`config.mk`:
```
export PLATFORM = sky130hd
export DESIGN_NAME = pc_gen
export DESIGN_NICKNAME = d
export VERILOG_FILES = /design/src/rtl/pc_gen.sv
export SDC_FILE = /design/constraint.sdc
export NUM_CORES = 1
export LEC_CHECK = 0
export CORE_MARGIN = 2
export CORE_UTILIZATION = 46
export DETAILED_ROUTE_END_ITERATION = 7
export PLACE_DENSITY = 0.78
export SYNTH_ARGS = -nofsm -noshare
export SYNTH_HDL_FRONTEND = slang
export SYNTH_SLANG_ARGS = --single-unit
```
`constraint.sdc`:
```
create_clock -name Clk -period 2.98 [get_ports Clk]
set_clock_uncertainty 0.1 [all_clocks]
set_input_delay 0.596 -clock Clk [delete_from_list [all_inputs] [get_ports Clk]]
set_output_delay 0.596 -clock Clk [all_outputs]
set_load 0.005 [all_outputs]
```
`src/rtl/pc_gen.sv`:
```
// Fetch PC generator: boot/run/trap sequencing, branch/jump redirect, misaligned-target trap.
// Optional macro PC_COMPRESSED_EN enables 2-byte increments (Is_rvc) and 2-byte target alignment.
module pc_gen #(
  parameter int              XLEN      = 32,
  parameter logic [XLEN-1:0] RESET_VEC = 32'h0000_0000,
  parameter logic [XLEN-1:0] TRAP_VEC  = 32'h0000_0100
) (
  input  logic            Clk,
  input  logic            Rst_n,
  input  logic            Stall,
  input  logic            Fetch_ready,
  input  logic            Branch,
  input  logic [2:0]      Br_funct3,
  input  logic            Eq,
  input  logic            Lt,
  input  logic            Ltu,
  input  logic            Jal,
  input  logic            Jalr,
  input  logic [XLEN-1:0] Ex_pc,
  input  logic [XLEN-1:0] Rs1,
  input  logic [XLEN-1:0] Imm,
  input  logic            Is_rvc,
  output logic [XLEN-1:0] PC_o,
  output logic            PC_valid,
  output logic            Redirect_o,
  output logic            Exc_o
);

  typedef enum logic [1:0] {BOOT, RUN, TRAP} state_e;

  state_e          state_q, state_d;
  logic [XLEN-1:0] pc_q, pc_d;
  logic            redir_q, redir_d;
  logic            exc_q, exc_d;

  logic            cond, taken, redirect, misaligned;
  logic [XLEN-1:0] jalr_sum, target, inc;

  always_comb begin
    cond = 1'b0;
    unique case (Br_funct3)
      3'b000:  cond = Eq;
      3'b001:  cond = !Eq;
      3'b100:  cond = Lt;
      3'b101:  cond = !Lt;
      3'b110:  cond = Ltu;
      3'b111:  cond = !Ltu;
      default: cond = 1'b0;
    endcase
  end

  assign taken    = Branch & cond;
  assign redirect = Jalr | Jal | taken;
  assign jalr_sum = Rs1 + Imm;
  assign target   = Jalr ? {jalr_sum[XLEN-1:1], 1'b0} : (Ex_pc + Imm);

`ifdef PC_COMPRESSED_EN
  assign inc        = Is_rvc ? XLEN'(2) : XLEN'(4);
  assign misaligned = target[0];
`else
  logic unused_rvc;
  assign unused_rvc = Is_rvc;
  assign inc        = XLEN'(4);
  assign misaligned = |target[1:0];
`endif

  always_comb begin
    state_d = state_q;
    pc_d    = pc_q;
    redir_d = 1'b0;
    exc_d   = 1'b0;
    unique case (state_q)
      BOOT: state_d = RUN;
      TRAP: state_d = RUN;
      RUN: begin
        if (redirect && misaligned) begin
          state_d = TRAP;
          pc_d    = TRAP_VEC;
          redir_d = 1'b1;
          exc_d   = 1'b1;
        end else if (redirect) begin
          pc_d    = target;
          redir_d = 1'b1;
        end else if (Fetch_ready && !Stall) begin
          pc_d    = pc_q + inc;
        end
      end
      default: state_d = BOOT;
    endcase
  end

  always_ff @(posedge Clk) begin
    if (!Rst_n) begin
      state_q <= BOOT;
      pc_q    <= RESET_VEC;
      redir_q <= 1'b0;
      exc_q   <= 1'b0;
    end else begin
      state_q <= state_d;
      pc_q    <= pc_d;
      redir_q <= redir_d;
      exc_q   <= exc_d;
    end
  end

  assign PC_o       = pc_q;
  assign PC_valid   = (state_q == RUN);
  assign Redirect_o = redir_q;
  assign Exc_o      = exc_q;

endmodule

```
==> results of run 1 <==
==> layout make-up <==
class                           instances  area (um2)
Fill cell                             689        2170
Inverter                               15        56.3
Sequential cell                        36         721
Tap cell                              168         210
Multi-Input combinational cell        716        5670
Clock inverter                          3        42.5
Clock buffer                            5         125
Timing Repair Buffer                  367        3160
==> power by group through the flow <==
stage	combinational, mW	clock, mW	sequential (mW)
after floorplan	0.841	0	0.567
after global placement	1.61	0	0.577
after detailed placement	1.64	0	0.578
after CTS	1.76	0.604	0.568
after global routing	2.15	0.636	0.577
final	2.06	0.621	0.574
==> sequential cells by signal, indices dropped and copies added, names as in the netlist <==
signal / flops
Redirect_o: 1
state_q: 2
Exc_o: 1
PC_o: 32
==> stage by stage <==
stage | util (%) | area [um2] | hold WS, ns
final | 82.1 | 9990 | 0.379
after global routing | 82.1 | 9990 | 0.401
after CTS | 77.9 | 9470 | 0.381
after detailed placement | 72.4 | 8800 | 0.366
after global placement | 72.4 | 8800 | 0.364
after floorplan | - | 5810 | 0.373
==> synthesized netlist by cell type, types with 6 or more instances <==
library cell  instances
a21o_1               26
nand2_1              86
nor2_1               57
mux2i_1               6
o31ai_1               7
a211oi_1             11
o21ai_1               7
a31oi_1              11
nand3_1              24
nor2b_1              13
nor4_1                6
nand4_1              14
dfxtp_1              36
clkbuf_1             30
a21oi_1              90
nor3_1               17
o211ai_1              8
o21bai_1              9
o21ai_0              56
a221oi_1              9
nand2b_1             11
inv_1                15
and3_1               16
xnor2_1              35
and2_1                8
a22o_1                7
o21a_1                8
xor2_1               22
ha_1                 62
==> routing by layer <==
layer | share of wire, % | up-vias | GRT usage (%)
li1 | - | 3729 | -
met1 | 37 | 3996 | 46.5
met2 | 44 | 843 | 59.0
met3 | 11 | 277 | 5.76
met4 | 8.5 | 0 | 13.5
met5 | 0 | - | 0
==> worst register-to-register path, stage by stage, from the launching register on <==
cell     delay, ns
dfxtp_1       0.43
ha_1          0.23
nand3_1       0.20
nor2_1        0.25
nand3_1       0.23
nor2_1        0.23
nand3_1       0.14
or3_1         0.33
a21oi_1       0.14
o21ai_1       0.14
a21oi_2       0.14
==> logic make-up after synthesis <==
group / count (synthesis)
compound gates: 309
flops: 36
mux: 7
xor+xnor: 57
buf+inv: 55
simple gates: 279
fa+ha+maj: 64
==> worst max-delay path by stage <==
| stage | cells after the start | from | end |
|---|---|---|---|
| 2_1_floorplan | 12 | Ex_pc[0] | PC_o[30]$_SDFFE_PN0P_ |
| 3_3_place_gp | 13 | Imm[0] | PC_o[26]$_SDFFE_PN0P_ |
| 3_5_place_dp | 13 | Imm[0] | PC_o[26]$_SDFFE_PN0P_ |
| 4_1_cts | 13 | Imm[0] | PC_o[30]$_SDFFE_PN0P_ |
| 5_1_grt | 11 | Ex_pc[13] | PC_o[28]$_SDFFE_PN0P_ |
| 6_report | 11 | Ex_pc[13] | PC_o[28]$_SDFFE_PN0P_ |
==> repair_timing <==
| item | 4_1_cts | 5_1_grt |
|---|---|---|
| hold buffers | 0 | 0 |
| buffers inserted | 15 | 13 |
| hold endpoints to repair | 0 | 0 |
| endpoints found under the setup margin | 23 | 28 |
| pin swaps | 55 | 83 |
| resized for setup | 116 | 108 |
==> placed cells by master, fill, tap and decap left out, drive strengths merged, types with 9 or more instances in the layout <==
master and n:
nand2b 11, xor2 22, inv 15, xnor2 35, nand4 14, nor2 57
nand3 24, clkbuf 10, a31oi 12, o21ai 63, ha 62, a211oi 12
buf 228, nand2 86, dlygate4sd2 17, o211ai 9, a21oi 91, o21bai 10
dlymetal6s2s 20, and3 16, nor2b 13, clkdlybuf4s50 95, dfxtp 36, a221oi 10
nor3 18, a21o 27
==> results.md, run 1 <==
* Run status: finished, violations left
* Violated checks: design-rule violations, negative setup slack
* Origin of the critical flop-to-flop path: PC_o[2]$_SDFFE_PN0P_
* Detailed router's first-iteration violation count at 1339
* Area share of the largest cell type after synthesis at 13.4%
* Unrepaired setup endpoints after global routing: yes
* Total clock sinks at 36
* Y dimension of the die at 116 um
* Avg Vias per Cell at 6.75
* Signed area change from the synthesized netlist to the final layout at 72.5%
* Worst-Skew Late Latency at 0.29 ns
* Syn_nets at 981
* Compound-cell area share of the yosys netlist at 36.0%
* Smallest setup slack after layout at -0.205 ns
* Dominant cell type by area after synthesis: ha_1
* CTS Buffer Depth at 2
* Sw Share at 41.2%
* Via count of the first global-routing pass at 7622
* Achievable Freq at 314 MHz
* # setup viols final at 16
* Adder-cell share of the synthesized area at 14.1%
* Level count of the clock H-tree at 2
* Family with the most delay on the worst path: compound AO/OA/AOI/OAI gates
* Width of the die at 116 um
* Reg2reg end: PC_o[28]$_SDFFE_PN0P_
* Number of maximum-capacitance constraint violations at 0
* Die Area at 13500 um2
* Per-cell routed wire length at 22.4 um
* Core Rows at 40
* Shortest period the worst path allows at 3.18 ns
* Routed Antenna Nets at 0
* Critical-path top delay cell: nor3_1
* Crit Path Max Fanout at 4
* Number of optimization iterations in the first detailed-route pass at 8
* Mux cell area share after synthesis at 1.23%
* # nets final at 1315
* Share of the cycle needed by the critical path after routing at 107%
* Ordered cell list for the critical path: clkdlybuf4s50_1, ha_2, nand2_2, nor2_1, buf_4, nand2_1, nor3_1, a221oi_4, o31a_1, o32ai_2, a21oi_2
* Peak VDD IR at 239 uV
* Grt ovf at 0
* Initial antenna violation count at 0
* Number of enable-type register cells in the synthesized netlist at 0
* Primary flip-flop cell chosen by synthesis mapping: dfxtp_1
* Inst Count DP at 1276
* Switching component of the power at 1.34 mW
* Wire length of the first global-routing pass at 38500 um
* Syn Std Cell Area at 5790 um2
* Setup slack on the worst flop-to-flop path at 0.35 ns
* Worst Setup Start Kind: primary input
* Global router's overall resource usage at 35.6%
* Pin count of the biggest net entering global routing at 36
* Part of the Yosys area used for sequential elements at 12.4%
* Number of hold violations in the final report at 0
* Number of cells in the finished layout apart from fillers at 1310
* Depth of the worst register-to-register path at 10
* Number of instances in the synthesized netlist at 807
* Number of different library cells in the post-synthesis netlist at 80
* Boundary pin count at 145
* Synthesized-area fraction occupied by and/or/nand/nor cells at 23.7%
* Hold Startpoint: PC_o[1]$_SDFFE_PN0P_
* Worst hold endpoint: PC_o[1]$_SDFFE_PN0P_
* Data required time at the worst endpoint at 3.05 ns
* Area of the core at 12200 um2
* Total half-perimeter wirelength after legalization and detailed placement at 17600 um
* CTS root buffer: clkbuf_16
* Max-slew headroom at the worst pin at 55.1%
* Leakage at 4.35 nW
* Total CTS buffers at 5
* Flops & latches, synth at 36
* Kind of critical path: primary input to register
* Worst-margin pin slew at 0.674 ns
* Hold path cells at 1
* Count of yosys warnings during synthesis at 0
* Gp weighted congestion at 0.943
* Total inserted antenna cells at 0
* Effective utilization at floorplan at 47.6%
* Count of port buffers added during placement at 143
* Average footprint of a synthesized cell at 7.18 um2
* Clock Pin Slew Worst Setup and Hold Paths at 0.06 ns
* Critical path buffer and inverter count at 2
* Flop pwr share at 17.6%
* Peak per-stage delay on the critical path at 0.52 ns
* Internal Dissipation at 1.91 mW
* Via Count at 8845
* Number of pins with negative max-slew slack in the final report at 0
* CP endpoint kind: register
* Area contributors post-synth: ha_1 13%, dfxtp_1 12%, a21oi_1 7.8%, nand2_1 5.6%, xnor2_1 5.3%
* Tot Pwr at 3.25 mW
* Post-Synth XOR/XNOR Area at 8.62%
* Fraction of final layout cells with drive strength greater than 1 at 32.1%
* Clock tree from TritonCTS: yes
* Part of the power in the clock network at 19.1%
* Drc violations at 3
* Combinational Power Share at 63.3%
* Post-Route Setup TNS at -1.48 ns
* Class of the tightest hold or removal check: register to register
* Pre-CTS setup slack at -0.839 ns
* Main combinational cell family by area after synthesis: compound AO/OA/AOI/OAI gates
* Ratio of total power to cell area at 325 nW/um2
* Share of flip-flops with an asynchronous set or reset after synthesis at 0%
* Post-detailed-routing wire length at 29300 um
* Worst path arrival time at 3.25 ns
Power figures use the tool's default switching activity.
==> run 2: changes to the inputs <==
Settings changed: CTS_BUF_LIST set to sky130_fd_sc_hd__clkbuf_16.
==> results of run 2 <==
The final DEF is identical to that of run 1; final timing and power are the same.
==> run 3: changes to the inputs <==
Settings changed: MAX_ROUTING_LAYER set to met4.
==> run 3 against run 2 <==
Effect of this change: combinational power decreased by 3%; the run ends with negative setup slack left; clock-buffer cell count unchanged; sequential power about the same; via count down 5.1%; utilization down 0.12 points; die area did not move; register-to-register slack got worse by 0.05 ns; clock power fell by 1%.
==> results.md, run 3 (synthesis results as in run 1) <==
* Run status: finished, violations left
* Violated checks: negative setup slack
* Shortest period the worst path allows at 3.15 ns (-0.0352 ns)
* Number of maximum-capacitance constraint violations at 0 (unchanged)
* Clock tree from TritonCTS: yes
* Commonest cells after routing, fill and taps aside: 216 x buf_4, 92 x clkdlybuf4s50_1, 82 x nand2_1
* Internal Dissipation at 1.90 mW (-0.50%)
* # nets final at 1318 (+0.23%)
* Footprint of the flip-flops and latches at 721 um2 (unchanged)
* Crit Path Max Fanout at 3 (-1)
* Peak VDD IR at 221 uV (-7.3%)
* Via count of the first global-routing pass at 7785 (+2.1%)
* Total inserted antenna cells at 0 (unchanged)
* Pin count of the biggest net entering global routing at 22 (-39%)
* Total half-perimeter wirelength after legalization and detailed placement at 18000 um (+1.9%)
* Area of the core at 12200 um2 (unchanged)
* Count of port buffers added during placement at 143 (unchanged)
* Initial antenna violation count at 0 (unchanged)
* Wire length of the first global-routing pass at 38000 um (-1.3%)
* Post-Route Setup TNS at -1.11 ns (+0.366 ns)
* Worst-Skew Late Latency at 0.29 ns (about the same)
* Max-slew headroom at the worst pin at 63.8% (+8.8 points)
* CTS Buffer Depth at 2 (unchanged)
* Worst Setup Start Kind: primary input
* Unrepaired setup endpoints after global routing: yes
* Routed Antenna Nets at 0 (unchanged)
* Width of the die at 116 um (unchanged)
* Part of the power in the clock network at 19.3% (+0.2 points)
* Area taken by multi-input logic gates at 5640 um2 (-0.51%)
* Number of optimization iterations in the first detailed-route pass at 5 (-3)
* CTS root buffer: clkbuf_16
* Achievable Freq at 318 MHz (+1.1%)
* Die Area at 13500 um2 (unchanged)
* Fraction of final layout cells with drive strength greater than 1 at 31.4% (-0.70 points)
* Global router's overall resource usage at 36.2% (+0.65 points)
* Kind of critical path: primary input to register
* Avg Vias per Cell at 6.39 (-5.3%)
* Share of the cycle needed by the critical path after routing at 106% (-1.2 points)
* Clock Pin Slew Worst Setup and Hold Paths at 0.06 ns (about the same)
* Flip-flop count of the largest register, all copies and words added at 32 (unchanged)
* Smallest setup slack after layout at -0.170 ns (+0.0352 ns)
* Per-cell routed wire length at 20.8 um (-7.1%)
* Ratio of total power to cell area at 319 nW/um2 (-1.9%)
* Total CTS buffers at 5 (unchanged)
* Most common cell after layout, fill and taps aside: buf_4
* Combinational Power Share at 62.7% (-0.6 points)
* Leakage at 4.34 nW (-0.23%)
* # setup viols final at 14 (-2)
* Number of hold violations in the final report at 0 (unchanged)
* Via Count at 8392 (-5.1%)
* Core Rows at 40 (unchanged)
* Y dimension of the die at 116 um (unchanged)
* Flop pwr share at 18.0% (+0.4 points)
* Switching component of the power at 1.28 mW (-4.2%)
* Final-layout fill cell count at 719 (+4.4%)
* Gp weighted congestion at 0.969 (+2.8%)
* Effective utilization at floorplan at 47.6% (unchanged)
* Total clock sinks at 36 (unchanged)
* Worst-margin pin slew at 0.537 ns (-0.136 ns)
* Sw Share at 40.3% (-0.92 points)
* Data required time at the worst endpoint at 3.09 ns (+0.04 ns)
* Pre-CTS setup slack at -0.832 ns (+0.00703 ns)
* Worst path arrival time at 3.26 ns (about the same)
* Boundary pin count at 145 (unchanged)
* Drc violations at 0 (-3)
* Class of the tightest hold or removal check: register to register
* Detailed router's first-iteration violation count at 1307 (-2.4%)
* Level count of the clock H-tree at 2 (unchanged)
* Post-detailed-routing wire length at 27300 um (-6.9%)
* Grt ovf at 0 (unchanged)
* Signed area change from the synthesized netlist to the final layout at 72.2%
* Number of pins with negative max-slew slack in the final report at 0 (unchanged)
* CP endpoint kind: register
-- run 3: cell types whose count changed in the layout (fill, tap and decap cells not counted), sizes merged --
cell / previous run / this run
buf: 228 / 230
clkbuf: 10 / 9
clkdlybuf4s50: 95 / 92
dlygate4sd2: 17 / 26
dlymetal6s2s: 20 / 16
-- run 3: area by class of cell --
class                           instances  area share, %
Clock inverter                          3          0.426
Clock buffer                            5           1.25
Inverter                               15          0.564
Sequential cell                        36           7.23
Timing Repair Buffer                  370           31.9
Tap cell                              168           2.11
Multi-Input combinational cell        716           56.6
-- run 3: path summary, 6_finish.rpt --
path / endpoint / cells past startpoint / slack [ns] / from
max reg2reg: PC_o[28]$_SDFFE_PN0P_ / 10 / 0.30 / PC_o[2]$_SDFFE_PN0P_
min: PC_o[1]$_SDFFE_PN0P_ / 1 / 0.38 / PC_o[1]$_SDFFE_PN0P_
max: PC_o[26]$_SDFFE_PN0P_ / 14 / -0.17 / Imm[0]
min reg2reg: PC_o[1]$_SDFFE_PN0P_ / 1 / 0.38 / PC_o[1]$_SDFFE_PN0P_
-- run 3: repair_timing --
action / in CTS / in global routing
gates cloned: 0 / 1
gates resized for setup: 116 / 90
endpoints found under the hold margin: 0 / 0
buffers inserted: 18 / 13
pin swaps: 63 / 53
hold buffers: 0 / 0
setup endpoints to repair: 24 / 28
-- run 3: critical path, cell delays in order --
cell,delay (ns)
buf_8,0.08
ha_4,0.13
inv_2,0.04
fa_2,0.36
and2b_2,0.26
o21bai_4,0.08
a311oi_2,0.34
o211ai_2,0.21
a31oi_4,0.26
a311oi_4,0.15
buf_4,0.18
o41ai_4,0.22
xnor2_1,0.12
a221oi_2,0.23
-- run 3: power groups by stage --
stage | Sequential (mW) | Clock (mW) | Combinational (mW)
after global placement | 0.577 | 0 | 1.60
after global routing | 0.577 | 0.627 | 2.10
final | 0.572 | 0.614 | 2.00
after floorplan | 0.567 | 0 | 0.841
after CTS | 0.568 | 0.607 | 1.75
after detailed placement | 0.578 | 0 | 1.63
-- run 3: through the flow --
| step | total power [mW] | util (%) | cells | cell area, um2 | hold WS [ns] |
|---|---|---|---|---|---|
| floorplan | 1.41 | - | 807 | 5810 | 0.373 |
| global placement | 2.18 | 72.2 | 1274 | 8780 | 0.364 |
| detailed placement | 2.21 | 72.2 | 1274 | 8780 | 0.378 |
| CTS | 2.92 | 78.0 | 1300 | 9490 | 0.386 |
| global route | 3.30 | 82.0 | 1313 | 9970 | 0.408 |
| finish | 3.18 | 82.0 | 1313 | 9970 | 0.382 |
-- run 3: routing by layer --
metal / vias to the layer above / global-route usage [%] / part of all wire, %
met3: 185 / 8.30 / 11
met4: 0 / 15.6 / 6.7
met2: 689 / 57.7 / 44
met1: 3798 / 43.9 / 38
li1: 3720 / - / -
met5: - / - / 0
